File: src/rtl/ex_hilo_unit_pkg.sv
// ex_hilo_unit_pkg: HI/LO unit op codes, FSM states and op-class helpers.
package ex_hilo_unit_pkg;
  localparam logic [2:0] HILO_MULT  = 3'd0;
  localparam logic [2:0] HILO_MULTU = 3'd1;
  localparam logic [2:0] HILO_MADD  = 3'd2;
  localparam logic [2:0] HILO_MADDU = 3'd3;
  localparam logic [2:0] HILO_MSUB  = 3'd4;
  localparam logic [2:0] HILO_MSUBU = 3'd5;
  localparam logic [2:0] HILO_DIV   = 3'd6;
  localparam logic [2:0] HILO_DIVU  = 3'd7;
  typedef enum logic [1:0] {IDLE, MAC2, DIV_ON, DIV_END} hilo_state_e;
  function automatic logic op_signed(input logic [2:0] op);
    return op == HILO_MULT || op == HILO_MADD || op == HILO_MSUB || op == HILO_DIV;
  endfunction
  function automatic logic op_mul(input logic [2:0] op);
    return op == HILO_MULT || op == HILO_MULTU;
  endfunction
  function automatic logic op_mac(input logic [2:0] op);
    return op == HILO_MADD || op == HILO_MADDU || op == HILO_MSUB || op == HILO_MSUBU;
  endfunction
  function automatic logic op_sub(input logic [2:0] op);
    return op == HILO_MSUB || op == HILO_MSUBU;
  endfunction
  function automatic logic op_div(input logic [2:0] op);
    return op == HILO_DIV || op == HILO_DIVU;
  endfunction
endpackage

File: src/rtl/ex_hilo_unit_div_iter.sv
// ex_hilo_unit_div_iter: radix-2 restoring divider core on unsigned magnitudes, one bit per step.
module ex_hilo_unit_div_iter #(
  parameter int DW = 32,
  parameter int CW = $clog2(DW)
) (
  input  logic          clk,
  input  logic          rst,
  input  logic          load,
  input  logic          step,
  input  logic [DW-1:0] dividend,
  input  logic [DW-1:0] divisor,
  output logic [DW-1:0] quo,
  output logic [DW-1:0] rem,
  output logic [CW-1:0] cnt,
  output logic          done
);
  logic [DW-1:0] div_r;
  logic [DW:0] shifted, diff;
  logic fits;
  always_comb begin
    shifted = {rem, quo[DW-1]};
    diff = shifted - {1'b0, div_r};
    fits = ~diff[DW];
    done = step && cnt == CW'(DW - 1);
  end
  always_ff @(posedge clk) begin
    if (rst) begin
      quo <= '0;
      rem <= '0;
      div_r <= '0;
      cnt <= '0;
    end else if (load) begin
      quo <= dividend;
      rem <= '0;
      div_r <= divisor;
      cnt <= '0;
    end else if (step) begin
      rem <= fits ? diff[DW-1:0] : shifted[DW-1:0];
      quo <= {quo[DW-2:0], fits};
      cnt <= cnt + 1'b1;
    end
  end
endmodule

File: src/rtl/ex_hilo_unit.sv
// ex_hilo_unit: EX-stage HI/LO unit; single-cycle MULT, two-cycle MADD/MSUB, iterative DIV.
module ex_hilo_unit
  import ex_hilo_unit_pkg::*;
#(
  parameter int DW = 32,
  parameter int OPW = 3
) (
  input  logic           clk,
  input  logic           rst,
  input  logic           start,
  input  logic [OPW-1:0] op,
  input  logic [DW-1:0]  opnd1,
  input  logic [DW-1:0]  opnd2,
  input  logic [DW-1:0]  hi_in,
  input  logic [DW-1:0]  lo_in,
  input  logic           annul,
  output logic           stallreq,
  output logic           hilo_we,
  output logic [DW-1:0]  hi_out,
  output logic [DW-1:0]  lo_out,
  output logic           busy
);
  localparam int CW = $clog2(DW);
  hilo_state_e state;
  logic [2*DW-1:0] prod_r, product, acc, a_ext, b_ext;
  logic [DW-1:0] a_mag, b_mag, quo, rem, q_fix, r_fix;
  logic [CW-1:0] cnt;
  logic sub_r, neg_q, neg_r, a_neg, b_neg, b_zero, sgn, live, idle_go, div_done;
  logic is_mul, is_mac, is_div;
  always_comb begin
    sgn = op_signed(3'(op));
    is_mul = op_mul(3'(op));
    is_mac = op_mac(3'(op));
    is_div = op_div(3'(op));
    a_neg = sgn & opnd1[DW-1];
    b_neg = sgn & opnd2[DW-1];
    b_zero = opnd2 == '0;
    a_mag = a_neg ? -opnd1 : opnd1;
    b_mag = b_neg ? -opnd2 : opnd2;
    a_ext = {{DW{a_neg}}, opnd1};
    b_ext = {{DW{b_neg}}, opnd2};
    product = a_ext * b_ext;
    acc = sub_r ? {hi_in, lo_in} - prod_r : {hi_in, lo_in} + prod_r;
    q_fix = neg_q ? -quo : quo;
    r_fix = neg_r ? -rem : rem;
    live = ~rst & ~annul;
    idle_go = live & start & state == IDLE;
    hilo_we = (idle_go & is_mul) | (live & (state == MAC2 || state == DIV_END));
    stallreq = (idle_go & (is_mac | is_div)) | (live & state == DIV_ON);
    {hi_out, lo_out} = !hilo_we ? '0 : state == MAC2 ? acc : state == DIV_END ? {r_fix, q_fix} : product;
    busy = ~rst & state != IDLE;
  end
  // A zero divisor loads 0/0 so the core already holds the required quo=rem=0.
  ex_hilo_unit_div_iter #(.DW(DW), .CW(CW)) u_div (
    .clk(clk),
    .rst(rst),
    .load(idle_go & is_div),
    .step(live & state == DIV_ON),
    .dividend(b_zero ? '0 : a_mag),
    .divisor(b_zero ? '0 : b_mag),
    .quo(quo),
    .rem(rem),
    .cnt(cnt),
    .done(div_done)
  );
  always_ff @(posedge clk) begin
    if (rst) begin
      state <= IDLE;
      prod_r <= '0;
      sub_r <= 1'b0;
      neg_q <= 1'b0;
      neg_r <= 1'b0;
    end else if (annul) begin
      state <= IDLE;
    end else begin
      case (state)
        IDLE: begin
          if (start && is_mac) begin
            prod_r <= product;
            sub_r <= op_sub(3'(op));
            state <= MAC2;
          end else if (start && is_div) begin
            neg_q <= ~b_zero & (a_neg ^ b_neg);
            neg_r <= ~b_zero & a_neg;
            state <= b_zero ? DIV_END : DIV_ON;
          end
        end
        MAC2: state <= IDLE;
        DIV_ON: state <= div_done ? DIV_END : DIV_ON;
        default: state <= IDLE;
      endcase
    end
  end
endmodule
File: config.mk
export PLATFORM = sky130hd
export DESIGN_NAME = ex_hilo_unit
export DESIGN_NICKNAME = d
export VERILOG_FILES = /design/src/rtl/ex_hilo_unit_pkg.sv /design/src/rtl/ex_hilo_unit_div_iter.sv /design/src/rtl/ex_hilo_unit.sv
export SDC_FILE = /design/constraint.sdc
export NUM_CORES = 2
export LEC_CHECK = 0
export CAP_MARGIN = 20
export CORE_AREA = 10 10 230 450
export DETAILED_ROUTE_END_ITERATION = 12
export DIE_AREA = 0 0 240 460
export PLACE_DENSITY = 0.76
export SYNTH_ARGS = -nofsm -noshare
export SYNTH_HDL_FRONTEND = slang
export SYNTH_SLANG_ARGS = --single-unit
File: constraint.sdc
create_clock -name clk -period 38.8 [get_ports clk]
set_input_delay 7.76 -clock clk [delete_from_list [all_inputs] [get_ports clk]]
set_output_delay 7.76 -clock clk [all_outputs]
set_load 0.01 [all_outputs]
# After elaboration in Yosys (flattened, before gate mapping)
# Cells that the tools add are included.
[word_totals]
reg_bits = 170
output_inout_bits = 67
word_cells = 92
[classes]
n_addsub = 8
n_mul = 1
n_eq_ne = 12
n_mux = 18
n_bitwise = 22
reduce_logical = 22
[ops]
columns = ["operator", "n"]
rows = [
  ["32-bit two-way mux", 9],
  ["64-bit two-way mux", 4],
  ["32-bit negation", 4],
  ["64-bit adder", 1],
  ["33-bit by 33-bit multiplier with 64-bit output", 1],
  ["64-bit subtractor", 1],
  ["33-bit by 32-bit subtractor with 33-bit output", 1],
  ["32-bit zero test", 1],
  ["1-bit AND", 13],
  ["3-bit == test, second input constant", 4],
  ["1-bit logical OR", 10],
  ["3-bit by 2-bit == test with 1-bit output, second input constant", 2],
  ["5-bit by 1-bit adder with 5-bit output, second input constant", 1],
  ["5-bit == test, second input constant", 1],
  ["1-bit NOT", 5],
  ["2-bit == test, second input constant", 2],
  ["2-bit two-way mux", 2],
  ["2-bit one-hot mux with 2 select lines", 1],
  ["4-bit AND reduction", 1],
  ["2-bit nonzero test", 2],
  ["2-bit OR reduction", 2],
  ["3-bit by 1-bit == test with 1-bit output, second input constant", 1],
  ["1-bit logical AND", 3],
  ["3-bit zero test", 1],
  ["7 further kinds", 10],
]

# Depth between registers and ports, before layout
[depth]
depth_word = 9
ltp_mapped = 32

# Cells and area by module
# Synthesis repeated with hierarchy kept, for this count alone.
[hier_totals]
cells_unflattened = 6770
hier_area_um2 = 55523.3
[by_module_without_submodules]
columns = ["module", "n_inst", "cells_each", "area_per_inst_um2", "seq_area_each_um2"]
rows = [
  ["ex_hilo_unit", 1, 5989, 49377.4, 1381.3],
  ["ex_hilo_unit_div_iter", 1, 781, 6145.9, 2021.9],
]

# Worst setup path before layout
# OpenSTA, ideal clock, no wires.
[synth_path]
path_type = "in2out"
start = "in opnd1[31]"
end = "out hi_out[31]"
arrival_time_ps = 16113
required_ps = 31040
setup_slack_ps = 14927
cell_stages = 29
n_path_buf = 4
path_cell_list = "clkbuf_1 nor2b_1 clkbuf_1 clkbuf_1 nand2_1 inv_1 fa_1 fa_1 fa_1 inv_1 fa_1 inv_1 fa_1 fa_1 inv_1 fa_1 fa_1 inv_1 ha_1 clkbuf_1 a211oi_1 o21ai_0 a41o_1 nand4_1 a31o_2 a31oi_1 o32a_1 a41o_1 a211oi_2"
[synth_via]
elab_chain_len = 5
[synth_lines]
columns = ["element", "line", "source"]
rows = [
  ["start, declared", "ex_hilo_unit.sv:12", "input logic [DW-1:0] opnd1,"],
  ["1-bit AND", "ex_hilo_unit.sv:35", "a_neg = sgn & opnd1[DW-1];"],
  ["33-bit by 33-bit multiplier with 64-bit output (*)", "ex_hilo_unit.sv:42", "product = a_ext * b_ext;"],
  ["64-bit two-way mux (*) (3 in series)", "ex_hilo_unit.sv:50", "{hi_out, lo_out} = !hilo_we ? '0 : state == MAC2 ? acc : state == DIV_END ? {r_fix, q_fix} : product;"],
  ["end, declared", "ex_hilo_unit.sv:19", "output logic [DW-1:0] hi_out,"],
]
# Every way passes the cells marked *; elsewhere a longest branch is shown, timed or not.

# Worst setup path after layout
# Ends and elaborated chain as after synthesis.

==> reports/results.txt <==
RSZ-0062 raised after global routing: false
Slowest CP cell: fa_1
Cell count along the critical path: 29
Min cycle time layout: 26530 ps
WL final: 203000 um
Post-DP Area: 57800 um2
Post-CTS Hold Buffers: 0
Most used DFF post-synth: dfxtp_1
Vias: 48628
Synth Register Bits: 170
Final net count: 8197
Antenna Violating Nets Remaining: 0
Post-Place Setup Slack: 12420 ps
Die Ht: 460 um
Clock Root Buffer: clkbuf_16
Port-buffer cells: 201
Synth-to-layout area growth: 5.99%
Residual DRC count: 0
Skew final: 15.9 ps
Buf/Inv on CP: 8
DRT Pass-1 Iters: 6
Drt wl/cell: 25.8 um
Via density: 6.18
Max incr delay on CP: 1140 ps
R2r endpoint: u_div.rem[3]
Cell count after synthesis: 6733
Core footprint: 96300 um2
Worst-path maximum fanout: 41
First-pass GRT wire length: 306000 um
Htree depth: 4
Final worst slack: 12270 ps
Tcrit/Tclk final: 68.4%
Post-synth ARST share: 0%
TritonCTS clock tree: yes
Pin count of the biggest net entering global routing: 84
Post-synthesis sequential area ratio: 6.17%
Area of the die: 110000 um2
HPWL Detailed: 159000 um
CTS Buf Count: 17
Layout cells sized above 1: 2.74%
Class of the worst hold path: flip-flop to flip-flop
Initial core utilization: 57.3%
Post-synth EDFFs: 0
Reg clk slew, reported paths: 70 ps
Die W: 240 um
Critical Path Source: opnd1[31]
Routability Congestion: 1.02
Max Clk Rate: 37.7 MHz
Final setup viols: 0
Worst reg2reg setup slack: 34540 ps
Critical Path Sink: hi_out[31]
Total track usage: 37.2%
Fillcell total: 8605
Critical path type: input pin to primary output
CP delay by family, top: adder cells
Slew HR: 12.5%
Post-CTS setup buffer count: 0
Mean Syn Cell Area: 8.19 um2
Cell variety after synth: 80
First DRT Iteration DRCs: 3918
Boundary Pins: 202
Initial antenna violation count: 10
Vias in the first global route: 52571
# Max-Cap Violations: 0
Setup_tns: 0 ps
Final Max Tran Viols: 0
Register-to-Register Path Depth: 14
CTS resizes: 0
Clock Tree Buf Depth: 2
Status: finished clean
Critical path required time: 31040 ps
Worst setup SP type: input pin
Total gr overflow: 0
Worst-Margin Slew: 1310 ps
Fin Hold WS: 464 ps
Worst r2r src: u_div.quo[31]
Hold Fails Final Rpt: 0
Synth Cell Area: 55100 um2
Clock Sink Count: 170
Worst Path Arrival: 18770 ps
Crit path capture type: primary output
Final instance area: 58400 um2
FP Rows: 161
Synth warnings: 0
Most frequent CP cell: fa_1
Syn Nets: 8309
Clock Latency Late Sink: 490 ps
-- worst min-delay path by stage --
stage,startpoint,to,slack (ps),cells after the start
floorplan,u_div.div_r[0],u_div.div_r[0],430,2
global placement,u_div.cnt[4],u_div.cnt[4],450,2
detailed placement,sub_r,sub_r,450,2
CTS,sub_r,sub_r,460,2
global route,sub_r,sub_r,480,2
finish,sub_r,sub_r,460,2
-- worst register-to-register path: stages, from the launching register on --
cell and delay (ps):
dfxtp_1 360, inv_1 90, ha_1 240, fa_1 400
nand2b_1 180, a21oi_1 300, o21a_1 340, o21bai_1 190
a31oi_1 480, o31ai_1 240, a311oi_4 280, buf_4 530
and3b_1 300, a21oi_1 110, a21oi_1 80
-- flip-flops by register name, summed over array words and instances (netlist names) --
name and cells:
sub_r 1, prod_r 64, neg_q 1, u_div.cnt 5
neg_r 1, state 2, u_div.quo 32, u_div.rem 32
u_div.div_r 32
-- per-layer routing --
metal | track usage (%) | up-vias | part of all wire (%)
met4 | 34.1 | 4 | 11
li1 | - | 20653 | -
met5 | 0 | - | 0.011
met1 | 38.2 | 24048 | 32
met2 | 64.0 | 2757 | 49
met3 | 5.86 | 1166 | 8.2
-- stage by stage --
step	util, %	std cells
5_1_grt	60.7	7861
3_5_place_dp	60.0	7820
2_1_floorplan	-	6733
4_1_cts	60.6	7852
6_report	60.7	7865
3_3_place_gp	60.0	7820
-- cell families (layout without fill, tap and decap cells) --
kind of cell    after synthesis  count (layout)  share of synthesized area, %
simple gates               2064            2064                          17.3
other cells                   0               9                             0
mux                          16              16                         0.295
flops                       170             170                          6.17
xor+xnor                    330             330                          5.26
buf+inv                    1647            1548                          11.2
compound gates             1065            1065                          11.7
fa+ha+maj                  1441            1441                          48.0
-- cells in the mapped netlist (53+ instances only) --
cell type / n / area share, %
xnor2_1: 215 / 3.4
dfxtp_1: 170 / 6.2
a21o_1: 63 / 0.86
nand2_1: 1084 / 7.4
clkbuf_1: 376 / 2.6
nor2_1: 274 / 1.9
inv_1: 1219 / 8.3
nand3_1: 53 / 0.48
and2_1: 331 / 3.8
nor3_1: 61 / 0.55
fa_1: 1127 / 41
o21ai_0: 264 / 2.4
a21oi_1: 395 / 3.6
xor2_1: 114 / 1.8
ha_1: 314 / 7.1
-- area by class of cell --
class                   count  area, um2  area share, %
diodes                      9       22.5         0.0385
clock buffers              21        470          0.805
multi-input cells        4916      45600           78.0
clock inverters            11        113          0.193
flip-flops and latches    170       3410           5.83
repair buffers            296       2710           4.64
inverters                1220       4580           7.84
well taps                1222       1530           2.62
-- cells in the final DEF (no fill, tap or decap), drive strengths merged, types with 25 or more instances in the layout --
cell type | Yosys | layout
nor3 | 61 | 61
xnor2 | 216 | 216
o211ai | 29 | 29
fa | 1127 | 1127
and2 | 331 | 331
nand2 | 1084 | 1084
xor2 | 114 | 114
a211oi | 30 | 30
and3 | 25 | 25
nand2b | 41 | 41
inv | 1220 | 1223
buf | 51 | 101
o22ai | 40 | 40
nor2 | 274 | 274
nand3 | 53 | 53
a31oi | 42 | 42
clkdlybuf4s50 | 0 | 193
o21ai | 266 | 266
dfxtp | 170 | 170
ha | 314 | 314
a21o | 63 | 63
a21oi | 395 | 395
nand4 | 39 | 39
or4 | 25 | 25
o31ai | 37 | 37
Power is left out: the tool's default activity adds up to more than one toggle a clock period on the data nets, which glitch-free logic cannot reach.
